### config.mk
export PLATFORM = sky130hd
export DESIGN_NAME = result_receiver
export DESIGN_NICKNAME = d
export VERILOG_FILES = /design/src/rtl/watchdog_pkg.sv /design/src/rtl/result_receiver.sv
export SDC_FILE = /design/constraint.sdc
export NUM_CORES = 1
export LEC_CHECK = 0
export BUFFER_PORTS_ARGS = -buffer_cell sky130_fd_sc_hd__buf_2
export CAP_MARGIN = 20
export CORE_MARGIN = 2
export CORE_UTILIZATION = 30
export CTS_CLUSTER_SIZE = 28
export DETAILED_ROUTE_END_ITERATION = 8
export PLACE_DENSITY = 0.47
export SLEW_MARGIN = 20
export SYNTH_ARGS = -nofsm -noshare
export SYNTH_HDL_FRONTEND = slang
export SYNTH_SLANG_ARGS = --single-unit
### constraint.sdc
create_clock -name clk -period 2.6 [get_ports clk]
set_input_delay 0.52 -clock clk [delete_from_list [all_inputs] [get_ports clk]]
set_output_delay 0.52 -clock clk [all_outputs]
set_load 0.005 [all_outputs]
### src/rtl/watchdog_pkg.sv
// Shared definitions for the result-stream link between output_loader (transmit
// side) and result_receiver (receive side).
//
// Frame layout (11 bytes, words big-endian):
//   SYNC, HDR, A3, A2, A1, A0, B3, B2, B1, B0, CHK
//   HDR[7:5] = marker, HDR[4:3] = reserved, HDR[2:0] = regime
//   CHK      = XOR of HDR and the eight data bytes (SYNC excluded)
package watchdog_pkg;

  typedef enum logic [2:0] {
    StIdle,
    StHdr,
    StWordA,
    StWordB,
    StChk
  } rx_state_e;

  localparam logic [7:0]  SYNC_BYTE   = 8'hA5;
  localparam logic [2:0]  HDR_MARKER  = 3'b010;
  localparam int unsigned TIMEOUT_CYC = 16;
  localparam int unsigned FRAME_LEN   = 11;

  // Counter width able to hold 0 .. TIMEOUT_CYC.
  localparam int unsigned TMO_W = $clog2(TIMEOUT_CYC + 1);

endpackage

### src/rtl/result_receiver.sv
// Result-stream receiver: hunts for SYNC_BYTE, checks the header marker,
// collects two 32-bit words into a 64-bit shift register while keeping a
// running XOR, and on a matching checksum publishes kappa / inv_kappa /
// regime together with a one-cycle res_valid pulse. Any framing problem
// (bad marker, bad checksum, inter-byte timeout) yields a one-cycle
// frame_err pulse and leaves the published results untouched.
//
// Ports:
//   clk        rising-edge clock
//   rst_n      asynchronous active-low reset
//   ena        design enable; low freezes all state and ignores rx_valid
//   rx_byte    incoming stream byte
//   rx_valid   rx_byte is accepted on each enabled edge with rx_valid high
//   kappa      last good word A (signed)
//   inv_kappa  last good word B (signed)
//   regime     last good regime field
//   res_valid  one-cycle pulse: new results latched
//   frame_err  one-cycle pulse: frame discarded
//   busy       high whenever a frame is in progress
module result_receiver
  import watchdog_pkg::*;
(
  input  logic               clk,
  input  logic               rst_n,
  input  logic               ena,
  input  logic [7:0]         rx_byte,
  input  logic               rx_valid,
  output logic signed [31:0] kappa,
  output logic signed [31:0] inv_kappa,
  output logic [2:0]         regime,
  output logic               res_valid,
  output logic               frame_err,
  output logic               busy
);

  rx_state_e         state_q;
  logic [1:0]        byte_cnt_q;
  logic [TMO_W-1:0]  tmo_cnt_q;
  logic [63:0]       shift_q;
  logic [7:0]        xor_q;
  logic [2:0]        regime_tmp_q;
  logic [31:0]       kappa_q;
  logic [31:0]       inv_kappa_q;
  logic [2:0]        regime_q;
  logic              res_valid_q;
  logic              frame_err_q;

  localparam logic [TMO_W-1:0] TmoLast = TMO_W'(TIMEOUT_CYC - 1);

  always_ff @(posedge clk or negedge rst_n) begin
    if (!rst_n) begin
      state_q      <= StIdle;
      byte_cnt_q   <= '0;
      tmo_cnt_q    <= '0;
      shift_q      <= '0;
      xor_q        <= '0;
      regime_tmp_q <= '0;
      kappa_q      <= '0;
      inv_kappa_q  <= '0;
      regime_q     <= '0;
      res_valid_q  <= 1'b0;
      frame_err_q  <= 1'b0;
    end else begin
      // Pulses last exactly one cycle and stay low while disabled.
      res_valid_q <= 1'b0;
      frame_err_q <= 1'b0;

      if (ena) begin
        if (rx_valid) begin
          tmo_cnt_q <= '0;
          unique case (state_q)
            StIdle: begin
              if (rx_byte == SYNC_BYTE) begin
                state_q <= StHdr;
              end
            end
            StHdr: begin
              if (rx_byte[7:5] == HDR_MARKER) begin
                state_q      <= StWordA;
                regime_tmp_q <= rx_byte[2:0];
                xor_q        <= rx_byte;
                byte_cnt_q   <= '0;
              end else begin
                state_q     <= StIdle;
                frame_err_q <= 1'b1;
              end
            end
            StWordA, StWordB: begin
              // SYNC_BYTE values are plain data here.
              shift_q    <= {shift_q[55:0], rx_byte};
              xor_q      <= xor_q ^ rx_byte;
              byte_cnt_q <= byte_cnt_q + 2'd1;
              if (byte_cnt_q == 2'd3) begin
                state_q <= (state_q == StWordA) ? StWordB : StChk;
              end
            end
            StChk: begin
              state_q <= StIdle;
              if (rx_byte == xor_q) begin
                kappa_q     <= shift_q[63:32];
                inv_kappa_q <= shift_q[31:0];
                regime_q    <= regime_tmp_q;
                res_valid_q <= 1'b1;
              end else begin
                frame_err_q <= 1'b1;
              end
            end
            default: state_q <= StIdle;
          endcase
        end else if (state_q != StIdle) begin
          // Inter-byte gap inside a frame; abort once it reaches TIMEOUT_CYC.
          if (tmo_cnt_q == TmoLast) begin
            state_q     <= StIdle;
            tmo_cnt_q   <= '0;
            frame_err_q <= 1'b1;
          end else begin
            tmo_cnt_q <= tmo_cnt_q + 1'b1;
          end
        end
      end
    end
  end

  assign kappa     = kappa_q;
  assign inv_kappa = inv_kappa_q;
  assign regime    = regime_q;
  assign res_valid = res_valid_q;
  assign frame_err = frame_err_q;
  assign busy      = (state_q != StIdle);

endmodule

* Yosys cells after proc, flatten, opt, wreduce, memory -nomap -nowiden *
Index checks and enable logic that the tools add are counted.

storage, ports and cells
  output and inout bits = 70
  flip-flop bits (word level) = 154
  logic and storage cells = 64

cells by class
  equality and inequality tests = 12
  reductions and logical operators = 12
  muxes and demuxes = 26
  bitwise operators = 1
  $add $sub $neg = 2

operators by type and width
  operator                                       count
  2-to-1 mux 3 bit                               6
  case mux 8 bit (2 select lines)                1
  2-to-1 mux 5 bit                               3
  AND reduction 4 bit                            3
  2-to-1 mux 1 bit                               10
  == test 3 x 2 -> 1 bit, second input constant  3
  case mux 3 bit (3 select lines)                1
  == test 8 bit                                  1
  == test 8 bit, second input constant           1
  2-to-1 mux 8 bit                               1
  XOR 8 bit                                      1
  inequality test 3 bit, second input constant   2
  nonzero test 2 bit                             3
  adder 5 x 1 -> 5 bit, second input constant    1
  == test 5 x 4 -> 1 bit, second input constant  1
  AND reduction 5 bit                            1
  2-to-1 mux 2 bit                               2
  case mux 2 bit (2 select lines)                1
  == test 3 x 1 -> 1 bit, second input constant  1
  == test 3 bit, second input constant           1
  logical NOT 3 bit                              1
  AND reduction 3 bit                            1
  nonzero test 3 bit                             1
  adder 2 x 1 -> 2 bit, second input constant    1
  other kinds (5)                                5

* Depth between registers and ports, before layout *
  word-level depth = 5
  mapped depth = 7

* Worst setup path before layout *
OpenSTA, ideal clock, no wires.

  kind = input port to flip-flop
  from = input port rx_byte[6]
  to = register kappa_q[12], in the netlist kappa[12]
  data arrival time = 1.956 ns
  library setup time = 0.127 ns
  cell stages on the path = 7
  slack = 0.516 ns
  required time = 2.473 ns
  path through = buf_2 xnor2_1 nand4_1 nor4_4 buf_4 buf_6 mux2_1

between the ends
  cells in the longest elaborated chain, start to end = 2

ends and longest elaborated chain
  what                                  RTL line                RTL
  from (decl)                           result_receiver.sv:26   input logic [7:0] rx_byte,
  == test 8 bit                         result_receiver.sv:99   if (rx_byte == xor_q) begin
  AND reduction 4 bit (no source line)  --
  to (signal assigned)                  result_receiver.sv:100  kappa_q <= shift_q[63:32];
  to (decl)                             result_receiver.sv:42   logic [31:0] kappa_q;

Every way passes these cells.
A chain may end at the register's enable or synchronous reset.

* Worst setup path after layout *
  from = register xor_q[3]
  to = register kappa_q[11], in the netlist kappa[11]

between the ends
  cells in the longest elaborated chain, start to end = 2

ends and longest elaborated chain
  what                                  RTL line               RTL
  from (decl)                           result_receiver.sv:40  logic [7:0] xor_q;
  from (signal assigned)                result_receiver.sv:81  xor_q <= rx_byte;
  from (signal assigned)                result_receiver.sv:91  xor_q <= xor_q ^ rx_byte;
  == test 8 bit                         result_receiver.sv:99
  AND reduction 4 bit (no source line)  --

Every way passes these cells.

==> impl_metrics.json <==
{
  "status": "completed",
  "grt_antenna_before_repair": 0,
  "postLayoutCellArea_um2": 7560,
  "synth_nets": 428,
  "hold_viol_final": 0,
  "clkLatencyLatePin_ns": 0.42,
  "maxCapViolations": 0,
  "tritoncts": "built",
  "path_clk_slew_ns": 0.06,
  "layout_common_cells": "dfrtp_1, mux2_2, buf_2",
  "crit_arrival_ns": 2.38,
  "cts_htree_levels": 4,
  "slew_headroom_pct": 52.6,
  "num_vias": 3635,
  "synth_top_area_share_pct": 62.5,
  "synthArstFlopShare_pct": 100,
  "worstSetupEndpointType": "flop",
  "ir_drop_mv": 0.442,
  "layout_commonest_cell": "dfrtp_1",
  "fin_cells": 786,
  "whs_ns": 0.0508,
  "area_growth_pct": 22.6,
  "finalSetupTns_ns": 0,
  "ys_seq_elements": 154,
  "drc_errors": 0,
  "r2r_end": "kappa[11]$_DFFE_PN0P_",
  "cts_setup_buffers": 0,
  "cts_buffer_depth": 2,
  "synth_enable_flop_cells": 0,
  "clock-sinks": 154,
  "ant_nets": 0,
  "fin_crit_sh_pct": 79.9,
  "drt_iter0_drc": 112,
  "synth.area.top_cells": "dfrtp_1, mux2_2, mux2_1",
  "placement.cell_area_um2": 6960,
  "ys_warn_count": 0,
  "avgSynthCellArea_um2": 14.9,
  "synthFlopType": "dfrtp_1",
  "slowest_stage": "nor4_4",
  "start_util_pct": 30.5,
  "worstReg2RegStart": "xor_q[3]$_DFFE_PN0P_",
  "skew_ns": 0.00892,
  "finalNetCount": 517,
  "placedCellCount": 754,
  "slew_viol_final": 0,
  "drt_wl_total_um": 12600,
  "grt_max_degree": 55,
  "cp_cell_sequence": "xnor2_1 -> nand4_1 -> nor4_4 -> buf_12 -> mux2_2",
  "rr_worst_depth": 5,
  "finalCriticalPeriod_ns": 2.08,
  "synth_area_um2": 6170,
  "fp.dieW_um": 147,
  "grt_pass1_vias": 3739,
  "rows": 52,
  "final_layout_size_suffix_gt1_share_pct": 46.9,
  "tightest_slew_ns": 0.704,
  "synthCells": 414,
  "rsz0062_at_grt": "false",
  "portBuffers": 81,
  "cp.required_ns": 2.90,
  "grtUsageTotal_pct": 12.2,
  "power.leakage_uw": 0.00377,
  "dp_hpwl_um": 8430,
  "worst-setup-path-type": "flop to flop",
  "synth.distinct_cells": 42,
  "grt_pass1_wl_um": 20700,
  "via_per_inst": 4.62,
  "r2r_slack_ns": 0.52,
  "wl_per_cell_um": 16.1,
  "firstDrtPassIters": 4,
  "cts_resized": 0,
  "startpoint_type": "flop",
  "critPathLaunch": "xor_q[3]$_DFFE_PN0P_",
  "gp_congestion": 0.736,
  "cts_buffers": 17,
  "core_area_um2": 20200,
  "dieArea_um2": 21700,
  "cts_hold_buf": 0,
  "max_stage_delay_ns": 0.44,
  "grt-ovfl-total": 0,
  "fmax_mhz": 481,
  "yosysSeqAreaShare_pct": 62.5,
  "cts_root_buf": "clkbuf_16",
  "power_density_nw_per_um2": 960,
  "setup_viol": 0,
  "netlist.top_cell.by_area": "dfrtp_1",
  "antennaDiodeCount": 0,
  "hp-class": "input port to asynchronous set/reset pin",
  "die_h_um": 147,
  "ios": 82,
  "critPathMaxFanout": 34
}
==> worst max-delay path, delay by kind of cell, from the launching register on <==
kind          cells  cell delay (ns)
flops             1             0.40
xor+xnor          1             0.24
simple gates      2             0.66
mux               1             0.36
buf+inv           1             0.26
==> registers in the layout (all words and copies together), names as in the netlist, 2 cells and up <==
register and cells:
byte_cnt_q 2, shift_q 64, tmo_cnt_q 5, state_q 3, regime_tmp_q 3, kappa 32, inv_kappa 32, xor_q 8
regime 3
==> per-layer routing <==
| layer | track usage, % | vias to the layer above | wire [um] |
|---|---|---|---|
| met2 | 18.4 | 77 | 5890 |
| li1 | - | 1658 | - |
| met4 | 3.61 | 0 | 108 |
| met1 | 17.2 | 1889 | 6110 |
| met3 | 3.55 | 11 | 507 |
| met5 | 0 | - | 0 |
==> cells in the mapped netlist, drive strengths merged, types with 2 or more instances <==
library cell / number
nor4: 3
inv: 5
nand2: 17
o21ai: 8
buf: 15
mux2i: 10
o21a: 2
ha: 2
nor2: 4
mux2: 133
clkbuf: 6
xnor2: 8
a31oi: 2
dfrtp: 154
o21bai: 2
a21oi: 15
nand3: 3
nand2b: 2
nand3b: 2
nand4: 3
==> stage by stage <==
stage	power, uW	worst slack [ns]	util, %
2_1_floorplan	4380	0.516	-
3_3_place_gp	4810	0.270	34.4
3_5_place_dp	4870	0.276	34.4
4_1_cts	7380	0.525	37.4
5_1_grt	7690	0.425	37.4
6_report	7260	0.522	37.4
==> final cells by class <==
| type | instances | area, um^2 |
|---|---|---|
| Clock inverter | 13 | 144 |
| Sequential cell | 154 | 3850 |
| Timing Repair Buffer | 91 | 562 |
| Tap cell | 270 | 338 |
| Fill cell | 1953 | 12700 |
| Clock buffer | 19 | 453 |
| Inverter | 5 | 18.8 |
| Multi-Input combinational cell | 234 | 2190 |
==> cell families (layout without fill, tap and decap cells) <==
kind of cell / Yosys count / after routing / share of synthesized area (%)
xor+xnor: 8 / 8 / 1.14
fa+ha+maj: 2 / 2 / 0.406
flops: 154 / 154 / 62.5
simple gates: 44 / 44 / 4.14
compound gates: 37 / 37 / 3.81
mux: 143 / 143 / 25.9
buf+inv: 26 / 128 / 2.13
==> power by group <==
group | switching (uW) | total [uW] | internal, uW
combinational | 535 | 1280 | 742
sequential | 513 | 3520 | 3010
clock | 995 | 2460 | 1470
==> worst max-delay path by stage <==
| stage | slack [ns] | end |
|---|---|---|
| 3_3_place_gp | 0.27 | kappa[2]$_DFFE_PN0P_ |
| 6_report | 0.52 | kappa[11]$_DFFE_PN0P_ |
| 4_1_cts | 0.52 | kappa[11]$_DFFE_PN0P_ |
| 5_1_grt | 0.42 | inv_kappa[25]$_DFFE_PN0P_ |
| 2_1_floorplan | 0.52 | kappa[12]$_DFFE_PN0P_ |
| 3_5_place_dp | 0.28 | inv_kappa[27]$_DFFE_PN0P_ |
No activity file was read; power rests on OpenSTA's default activity.
